**src/rtl/cnn_win_addr_gen.sv**
```systemverilog
// rtl/cnn_win_addr_gen.sv - sliding-window descriptor generator for a streamed CNN input frame
//
// Tracks how many pixels of the frame have been written (PIX_PER_WORD per
// accepted word) and issues one KxK window descriptor at a time, in row-major
// order, as soon as every pixel of that window is present in the buffer.
//
// Ports:
//   clk, rst          rising-edge clock, synchronous active-high reset
//   frame_clr         restart the frame (clears pointer, origin, overflow)
//   wr_en             one input word accepted this cycle
//   wr_addr           pixel index where the current word is written
//   win_valid/ready   descriptor handshake
//   win_addr          top-left pixel index of the window (row*IMG_W+col)
//   win_row/win_col   window origin
//   win_last          descriptor is the final window of the frame
//   frame_done        one-cycle pulse after the final window is accepted
//   overflow          sticky: a word arrived while the frame was full
module cnn_win_addr_gen #(
  parameter int IMG_W        = 28,
  parameter int IMG_H        = 28,
  parameter int K            = 3,
  parameter int STRIDE       = 1,
  parameter int PIX_PER_WORD = 8,
  localparam int PW = $clog2(IMG_W * IMG_H + 1),
  localparam int RW = (IMG_H > 1) ? $clog2(IMG_H) : 1,
  localparam int CW = (IMG_W > 1) ? $clog2(IMG_W) : 1
) (
  input  logic          clk,
  input  logic          rst,
  input  logic          frame_clr,
  input  logic          wr_en,
  output logic [PW-1:0] wr_addr,
  output logic          win_valid,
  input  logic          win_ready,
  output logic [PW-1:0] win_addr,
  output logic [RW-1:0] win_row,
  output logic [CW-1:0] win_col,
  output logic          win_last,
  output logic          frame_done,
  output logic          overflow
);

  localparam int NPIX = IMG_W * IMG_H;

  typedef enum logic [1:0] {S_WAIT, S_VALID, S_DONE, S_IDLE} state_t;

  state_t        state;
  logic [PW-1:0] wr_ptr;
  logic [RW-1:0] row;
  logic [CW-1:0] col;

  logic [PW-1:0] room;
  logic [PW-1:0] need;
  logic [PW-1:0] origin;
  logic [31:0]   col_nxt;
  logic [31:0]   row_nxt;
  logic          col_wrap;
  logic          row_wrap;
  logic          full;

  // Every term below is bounded by NPIX for legal parameters, so PW bits
  // never wrap; the stepped origin is compared in 32 bits because col+STRIDE
  // may exceed the origin register range just before a wrap.
  always_comb begin
    room     = PW'(NPIX) - wr_ptr;
    full     = (wr_ptr == PW'(NPIX));
    need     = (PW'(row) + PW'(K - 1)) * PW'(IMG_W) + PW'(col) + PW'(K);
    origin   = PW'(row) * PW'(IMG_W) + PW'(col);
    col_nxt  = 32'(col) + 32'(STRIDE);
    row_nxt  = 32'(row) + 32'(STRIDE);
    col_wrap = (col_nxt > 32'(IMG_W - K));
    row_wrap = (row_nxt > 32'(IMG_H - K));
  end

  always_ff @(posedge clk) begin
    if (rst || frame_clr) begin
      state      <= S_WAIT;
      wr_ptr     <= '0;
      row        <= '0;
      col        <= '0;
      overflow   <= 1'b0;
      win_valid  <= 1'b0;
      win_last   <= 1'b0;
      win_addr   <= '0;
      frame_done <= 1'b0;
    end else begin
      // Write side runs independently of the window FSM.
      if (wr_en) begin
        if (full) begin
          overflow <= 1'b1;
        end else if ({{(32 - PW){1'b0}}, room} <= 32'(PIX_PER_WORD)) begin
          wr_ptr <= PW'(NPIX);
        end else begin
          wr_ptr <= wr_ptr + PW'(PIX_PER_WORD);
        end
      end

      frame_done <= 1'b0;

      case (state)
        S_WAIT: begin
          // Uses the registered pointer, so valid trails the enabling write.
          if (wr_ptr >= need) begin
            state     <= S_VALID;
            win_valid <= 1'b1;
            win_addr  <= origin;
            win_last  <= col_wrap && row_wrap;
          end
        end
        S_VALID: begin
          if (win_ready) begin
            win_valid <= 1'b0;
            win_last  <= 1'b0;
            if (win_last) begin
              // Origin is left on the final window; it is cleared by frame_clr.
              state      <= S_DONE;
              frame_done <= 1'b1;
            end else begin
              state <= S_WAIT;
              if (col_wrap) begin
                col <= '0;
                row <= RW'(row_nxt);
              end else begin
                col <= CW'(col_nxt);
              end
            end
          end
        end
        S_DONE: state <= S_IDLE;
        S_IDLE: state <= S_IDLE;
        default: state <= S_WAIT;
      endcase
    end
  end

  assign wr_addr = wr_ptr;
  assign win_row = row;
  assign win_col = col;

endmodule

```
**config.mk**
```make
export PLATFORM = sky130hd
export DESIGN_NAME = cnn_win_addr_gen
export DESIGN_NICKNAME = d
export VERILOG_FILES = /design/src/rtl/cnn_win_addr_gen.sv
export SDC_FILE = /design/constraint.sdc
export NUM_CORES = 1
export LEC_CHECK = 0
export CAP_MARGIN = 0
export CORE_MARGIN = 1.5
export CORE_UTILIZATION = 45
export DETAILED_ROUTE_END_ITERATION = 16
export PLACE_DENSITY = 0.69
export SLEW_MARGIN = 30
export SYNTH_ARGS = -nofsm -noshare
export SYNTH_HDL_FRONTEND = slang
export SYNTH_SLANG_ARGS = --single-unit
```
**constraint.sdc**
```tcl
create_clock -name clk -period 10.4 [get_ports clk]
set_input_delay 2.08 -clock clk [delete_from_list [all_inputs] [get_ports clk]]
set_output_delay 2.08 -clock clk [all_outputs]
set_load 0.02 [all_outputs]
```
[Word level (Yosys, flattened, before mapping)]
Index checks and enable logic that the tools add are counted.
Operators by class
  add/subtract/negate cells: 8
  multiply operators: 2
  divide/modulo/power cells: 0
  $lt $le $gt $ge: 4
  eq/ne operators: 6
  shift-type cells: 0
  mux-type cells: 12
  bitwise operators: 4
  reductions and logical operators: 13
Operators by type and width (count)
  adder 10 x 5 -> 10 bit: 2
  adder 5 x 1 -> 6 bit, second input constant: 2
  greater-than comparator 6 x 5 -> 1 bit, second input constant: 2
  adder 10 x 2 -> 10 bit, second input constant: 1
  adder 10 x 4 -> 10 bit, second input constant: 1
  == test 10 bit, second input constant: 1
  greater-or-equal comparator 10 bit: 1
  less-or-equal comparator 10 x 4 -> 1 bit, second input constant: 1
  two-way mux 10 bit: 1
  subtractor 10 bit, first input constant: 1
  multiplier 5 x 3 -> 8 bit, second input constant: 1
  multiplier 6 x 3 -> 8 bit, second input constant: 1
  AND reduction 2 bit: 4
  adder 5 x 2 -> 6 bit, second input constant: 1
  two-way mux 2 bit: 3
  one-hot mux 2 bit (3 select lines): 1
  AND reduction 3 bit: 2
  two-way mux 5 bit: 1
  == test 2 bit, second input constant: 2
  two-way mux 1 bit: 4
  inequality test 2 bit, second input constant: 2
  inverter 1 bit: 4
  one-hot mux 1 bit (2 select lines): 2
  AND reduction 4 bit: 1
  other kinds (7): 7
Storage, ports and cells
  register bits: 36
  bits in latches: 0
  RAM bits: 0
  memory bits (read-only): 0
  bits of input ports: 5
  output and inout port bits: 34
  word-level logic and storage cells: 58
  memories: 0

[Longest topological paths before layout]
Gate-level depths: netlist (run 1).
  word-level depth: 7
  gate-level depth with buffers: 19

[Worst setup path before layout (run 1)]
OpenSTA, ideal clock, no wires.
  path kind: register -> register
  from: register row[2], in the netlist win_row[2]
  to: register win_addr[0]
  setup time: 0.065 ns
  arrival: 4.353 ns
  data required time: 10.335 ns
  setup slack: 5.982 ns
  cell stages (with the launch flop): 18
  path buffers: 0
  period minus slack after synthesis: 4.418 ns
  path through: dfxtp_1 > ha_1 > xor2_1 > xnor2_1 > xnor2_1 > inv_1 > fa_1 > xnor2_1 > nor3b_1 > nand3_1 > xnor2_1 > ha_1 > nand2_1 > nor3_1 > or3b_2 > a21oi_1 > a21oi_1 > nor2_1
On the way
  cells in the longest elaborated chain, start to end: 6
Ends and longest elaborated chain
  from (decl): line 49  | logic [RW-1:0] row;
  from (signal assigned): line 122  | row <= RW'(row_nxt);
  adder 5 x 2 -> 6 bit: line 67  | need = (PW'(row) + PW'(K - 1)) * PW'(IMG_W) + PW'(col) + PW'(K);
  multiplier 6 x 3 -> 8 bit: line 67
  adder 10 x 5 -> 10 bit: line 67
  adder 10 x 2 -> 10 bit: line 67
  greater-or-equal comparator 10 bit: line 103  | if (wr_ptr >= need) begin
  AND reduction 2 bit (no source line)
  to (signal assigned): line 106  | win_addr <= origin;
  to (decl): line 35  | output logic [PW-1:0] win_addr,
Every way passes these cells.
A chain may end at the register's enable or synchronous reset.

[Worst setup path after layout (run 1)]
  from: register row[2], in the netlist win_row[2]
  to: register win_addr[4]
On the way
  cells in the longest elaborated chain, start to end: 6
Ends and longest elaborated chain (line)
  adder 5 x 2 -> 6 bit: 67
  multiplier 6 x 3 -> 8 bit: 67
  adder 10 x 5 -> 10 bit: 67
  adder 10 x 2 -> 10 bit: 67
  greater-or-equal comparator 10 bit: 103
  AND reduction 2 bit (no source line)
Several ways; a longest one is shown, not always the timed one.

==> results_dict.tcl, run 1 <==
set metrics [dict create \
    cts.path.max_buffers 2 \
    post_drt_via_cell_ratio 5.325 \
    clock_latency_ps 290 \
    critical_path.top_delay_family "simple AND/OR/NAND/NOR gates" \
    end_kind "flip-flop" \
    cts_tree "built" \
    grt_antenna_before_repair 0 \
    n_antenna_cell 0 \
    drv_cap 0 \
    peakVddDrop_uv 55.22 \
    ys.flop_type "dfxtp_1" \
    io_pins 39 \
    numClockSinks 33 \
    synth_area_um2 2815 \
    drc 0 \
    htreeDepth 2 \
    fin_crit_sh 0.4583 \
    gp_congestion 0.8864 \
    slowest_delay_ps 580 \
    drive_gt1_frac 0.06180 \
    power.total_mw 0.2341 \
    synth_cell_types 55 \
    finalHoldViolCount 0 \
    whs_path_depth 2 \
    wl_per_cell_um 13.53 \
    use_met3 0.02967 \
    max_slew_margin 0.5549 \
    max_freq_ghz 0.2098 \
    synthCells 324 \
    cts_setup_buffers 0 \
    tns_ps 0 \
    met2_usage 0.2926 \
    timing.reg2reg.setup_slack_ps 5630 \
    grt_first_pass_wirelength_mm 9.653 \
    min_from "win_valid$_SDFFE_PP0P_" \
    worstPathRequired_ps 10620 \
    grt_overflow 0 \
    fp.dieArea_um2 6740 \
    ctsRootBufferMaster "clkbuf_8" \
    critPathBufInv 1 \
    finalMaxSlewViolations 0 \
    die_h_um 82.10 \
    r2r_cells 17 \
    synth_common_cells "ha_1, nor2_1, dfxtp_1" \
    crit_arrival_ps 4990 \
    io_buffer_count 35 \
    yosysTopAreaCellShare 0.2347 \
    path_cells "ha_1 -> xor2_1 -> xnor2_1 -> xnor2_1 -> inv_1 -> fa_1 -> xnor2_1 -> nor3b_1 -> nand3_1 -> xnor2_1 -> ha_1 -> nand2_1 -> nor3_1 -> or3b_2 -> a21oi_1 -> a21oi_1 -> nor2_1" \
    rsz0062_at_grt "no" \
    first_pass_iters 4 \
    vias 2295 \
    fp-row-count 28 \
    grtUsageMet1 0.2638 \
    seq_area_frac_synth 0.2347 \
    drt_iter0_drc 155 \
    synth_top_area_cell "dfxtp_1" \
    grt_max_degree 24 \
    core_um2 5991 \
    setup.worst_path.class "reg -> reg" \
    finalNetCount 405 \
    avgSynthCellArea_um2 8.689 \
    path_clk_slew_ps 70 \
    syn2layout_area_growth_pct 15.07 \
    cts-buffers-inserted 5 \
    grt-busiest-layer "met2" \
    finalSetupViolations 0 \
    dp_hpwl_mm 4.402 \
    synth_edf_count 0 \
    hold_buffers 0 \
    crit_fanout 10 \
    yosysWarningCount 0 \
    powerDensity_nw_per_um2 72.28 \
    ys_seq_elements 33 \
    min_path_type "reg -> reg" \
    fin_crit_ps 4767 \
    r2r_start "win_row[2]$_SDFFE_PP0P_" \
    status "completed" \
    initial_core_util 0.4699 \
    critPathLaunchType "flip-flop" \
    r2r-end "win_addr[4]$_SDFFE_PP0P_" \
    worst_pin_slew_ps 657.2 \
    final_util 0.5407 \
    wl_mm 5.831 \
    antenna_left 0 \
    synthArstFlopShare 0 \
    die_w_um 82.10 \
    fin_skew_ps 8.623 \
    grt_use_total 0.1889 \
    worst_path_max_delay_cell "dfxtp_1" \
    p_leak_nw 1.444 \
    hold_path_end "win_valid$_SDFFE_PP0P_" \
    crit_top_cell "xnor2_1" \
    ctsResizeCount 0 \
    synth_area_leaders "dfxtp_1, ha_1, xnor2_1, nor2_1, fa_1" \
    grt_pass1_vias 2036 \
]
[power breakdown]
part | leakage [nW] | switching (mW) | internal (mW) | total [mW]
registers | 0.266 | 0.000983 | 0.127 | 0.128
clock network | 0.0439 | 0.0513 | 0.0462 | 0.0975
logic | 1.13 | 0.00582 | 0.00322 | 0.00904
[stage by stage]
stage	hold WS [ps]	std cells	instance area [um^2]	worst slack (ps)
after floorplan	508.9	326	2823	5982
after global placement	446.5	423	3153	5888
after detailed placement	448.8	423	3153	5728
after CTS	458.9	431	3239	5641
after global routing	488.8	431	3239	5107
final	454.9	431	3239	5633
[placed cells by master (no fill, tap or decap), drive strengths merged, types with 3 or more instances in the layout]
master	Yosys	final
ha	38	38
nand3	16	16
a31oi	4	4
xor2	13	13
nand4	3	3
nand2	16	16
dfxtp	33	33
conb	1	3
xnor2	22	22
nor2	39	39
inv	23	23
nor3	4	4
a21oi	26	26
nor3b	3	3
o21ai	8	8
clkdlybuf4s50	0	35
clkbuf	6	5
a211oi	3	3
fa	7	7
o21a	5	5
a21o	7	7
nand2b	4	4
mux2i	7	7
[area by class of cell]
type	instances	area, um^2
flip-flops and latches	33	660.6
inverters	23	86.33
well taps	75	93.84
clock inverters	3	17.52
repair buffers	35	350.3
fillers	541	2751
clock buffers	5	68.82
multi-input cells	257	1962
[worst min-delay path: stages, from the launching register on]
cell     delay [ps]
dfxtp_1         310
nand2_1          50
a21oi_1          50
[worst max path at each step]
stage	startpoint	endpoint	slack, ps	depth (start not counted)
after global routing	win_row[2]$_SDFFE_PP0P_	win_addr[0]$_SDFFE_PP0P_	5110	17
final	win_row[2]$_SDFFE_PP0P_	win_addr[4]$_SDFFE_PP0P_	5630	17
after floorplan	win_row[2]$_SDFFE_PP0P_	win_addr[0]$_SDFFE_PP0P_	5980	17
after CTS	win_row[2]$_SDFFE_PP0P_	win_addr[4]$_SDFFE_PP0P_	5640	17
after global placement	win_row[2]$_SDFFE_PP0P_	win_addr[0]$_SDFFE_PP0P_	5890	17
after detailed placement	win_row[2]$_SDFFE_PP0P_	win_addr[4]$_SDFFE_PP0P_	5730	17
[registers in the layout, summed over array words and instances (netlist names)]
name,flops
wr_addr,7
win_col,5
overflow,1
state,2
frame_done,1
win_addr,10
win_valid,1
win_row,5
win_last,1
[routing by layer]
| metal | vias to the layer above | wire length [um] |
|---|---|---|
| met5 | - | 0 |
| met4 | 0 | 91 |
| met3 | 7 | 329 |
| met2 | 66 | 2629 |
| met1 | 1052 | 2781 |
| li1 | 1170 | - |
[cells by family (layout without fill, tap and decap cells)]
kind of cell	count (synthesis)	after routing	synth area share
other	1	3	0.001332
multiplexers	7	7	0.02489
AND/OR/NAND/NOR	100	100	0.1791
flip-flops	33	33	0.2347
XOR/XNOR	35	35	0.1089
buffers and inverters	36	66	0.07111
adder cells (fa/ha/maj)	45	45	0.2187
AO/OA/AOI/OAI	67	67	0.1613
Power figures use the tool's default switching activity.
==> inputs of run 2 (changes only) <==
- PLACE_DENSITY: 0.69 -> 0.71
- clock period: 10.4 -> 4.1 ns (I/O delays scaled with it)
==> run 2 against run 1 <==
Utilization up 2.9 points. Clock skew is 1.9 ps lower. Routed wire length rose by 5.0%. Critical path depth up 2. Total power rose to 2.6 times the previous value. Highest routed layer unchanged. Final cell count is 2.8% higher. Critical endpoint unchanged. Hold slack worse by 0.84 ps. Maximum frequency increased by 25%. Sequential power rose to 2.5 times the previous value. Setup slack got worse by 5400 ps. Non-clock buffer count up 12.
==> results_dict.tcl, run 2 (synthesis results as in run 1) <==
set metrics [dict create \
    status "completed" \
    end_kind "flip-flop" \
    final_common_cell "nor2_1" \
    grt_use_total 0.1917 \
    finalNetCount 417 \
    critPathLaunchType "flip-flop" \
    min_path_type "reg -> reg" \
    cts-buffers-inserted 5 \
    initial_core_util 0.4699 \
    drive_gt1_frac 0.1277 \
    path_cells "ha_2 -> nand2_1 -> xnor2_2 -> buf_4 -> xnor2_1 -> ha_1 -> ha_1 -> inv_1 -> o21bai_1 -> a21oi_1 -> xor2_1 -> xnor2_1 -> ha_1 -> nand2_1 -> nor3_2 -> or3b_2 -> a21oi_1 -> a21oi_1 -> nor2_1" \
    powerDensity_nw_per_um2 176.9 \
    dpl_cell_area_um2 3252 \
    fp-row-count 28 \
    instances_no_fill 443 \
    die_w_um 82.10 \
    r2r-end "win_addr[4]$_SDFFE_PP0P_" \
    grt_antenna_before_repair 0 \
    finalSetupViolations 0 \
    worstPathRequired_ps 4330 \
    syn2layout_area_growth_pct 21.20 \
    fin_crit_ps 3823 \
    fillerInstances 551 \
    fp.dieArea_um2 6740 \
    clock_latency_ps 290 \
    drt_iter0_drc 134 \
    ctsRootBufferMaster "clkbuf_8" \
    path_clk_slew_ps 80 \
    wl_per_cell_um 13.83 \
    finalHoldViolCount 0 \
    cts.path.max_buffers 2 \
    worst_pin_slew_ps 641.0 \
    fin_skew_ps 6.743 \
    fin_crit_sh 0.9325 \
    hold_path_end "win_valid$_SDFFE_PP0P_" \
    core_um2 5991 \
    n_antenna_cell 0 \
    p_leak_nw 1.526 \
    grt_overflow 0 \
    worst_path_max_delay_cell "or3b_2" \
    first_pass_iters 4 \
    final_area_um2 3412 \
    drc 0 \
    peakVddDrop_uv 140.6 \
    grt_max_degree 24 \
    timing.reg2reg.setup_slack_ps 280 \
    cts_tree "built" \
    post_drt_via_cell_ratio 5.302 \
    io_pins 39 \
    drv_cap 0 \
    largest_register "win_addr" \
    numClockSinks 33 \
    crit_arrival_ps 4050 \
    dp_cells 432 \
    tns_ps 0 \
    hold_buffers 0 \
    setup.worst_path.class "reg -> reg" \
    r2r_start "win_row[3]$_SDFFE_PP0P_" \
    min_from "win_valid$_SDFFE_PP0P_" \
    r2r_cells 19 \
    slowest_delay_ps 510 \
    largest_register_ffs 10 \
    antenna_left 0 \
    die_h_um 82.10 \
    htreeDepth 2 \
    max_freq_ghz 0.2615 \
    dp_hpwl_mm 4.477 \
    finalMaxSlewViolations 0 \
    grt_pass1_vias 2160 \
    whs_path_depth 2 \
    rsz0062_at_grt "no" \
    gp_congestion 0.8401 \
    vias 2349 \
    wl_mm 6.125 \
    io_buffer_count 35 \
    grt_first_pass_wirelength_mm 10.01 \
    most-common-layout-cells "nor2_1, ha_1, clkdlybuf4s50_1" \
    max_slew_margin 0.5659 \
    crit_fanout 5 \
]
run 2: layer usage:
metal | global-route usage | share of wire
met1 | 0.2539 | 0.48
met2 | 0.3156 | 0.46
met3 | 0.04396 | 0.048
met4 | 0.04576 | 0.0087
met5 | 0 | 0
run 2: final cells by class:
class / count / area [um^2] / area share
Clock buffer: 5 / 68.82 / 0.02017
Clock inverter: 3 / 17.52 / 0.005134
Inverter: 23 / 86.33 / 0.02530
Multi-Input combinational cell: 257 / 2026 / 0.5937
Sequential cell: 33 / 666.9 / 0.1955
Tap cell: 75 / 93.84 / 0.02750
Timing Repair Buffer: 47 / 452.9 / 0.1327
run 2: timing repair:
item / in CTS / in global routing
setup buffers: 0 / 3
resized for setup: 0 / 9
endpoints found under the setup margin: 0 / 12
run 2: per-stage QoR:
step / hold slack [ps] / utilization / setup WS (ps) / total power [mW]
floorplan: 508.9 / - / 62.44 / 0.3505
global placement: 450.6 / 0.5428 / 195.5 / 0.3541
detailed placement: 448.5 / 0.5428 / 31.43 / 0.3542
CTS: 458.7 / 0.5572 / 2.031 / 0.6085
global route: 476.3 / 0.5695 / 8.277 / 0.6250
finish: 454.0 / 0.5695 / 276.6 / 0.6036
run 2: power by group:
group | switching [mW] | internal, mW | leakage, nW
Sequential | 0.00247 | 0.320 | 0.268
Clock | 0.140 | 0.117 | 0.0439
Combinational | 0.0151 | 0.00811 | 1.21
run 2: critical path: cells and delay by family (launching register included):
kind	cells	cell delay [ps]
fa+ha+maj	4	1170
simple gates	5	900
xor+xnor	4	630
compound gates	4	440
flops	1	390
buf+inv	2	220
run 2: worst max-delay path by stage:
stage                            start                  endpoint  cells past startpoint
2_1_floorplan  win_row[2]$_SDFFE_PP0P_  win_addr[0]$_SDFFE_PP0P_                     17
3_3_place_gp   win_row[2]$_SDFFE_PP0P_  win_addr[8]$_SDFFE_PP0P_                     18
3_5_place_dp   win_row[2]$_SDFFE_PP0P_  win_addr[8]$_SDFFE_PP0P_                     17
4_1_cts        win_row[2]$_SDFFE_PP0P_  win_addr[8]$_SDFFE_PP0P_                     17
5_1_grt        win_row[3]$_SDFFE_PP0P_  win_addr[4]$_SDFFE_PP0P_                     19
6_report       win_row[3]$_SDFFE_PP0P_  win_addr[4]$_SDFFE_PP0P_                     19
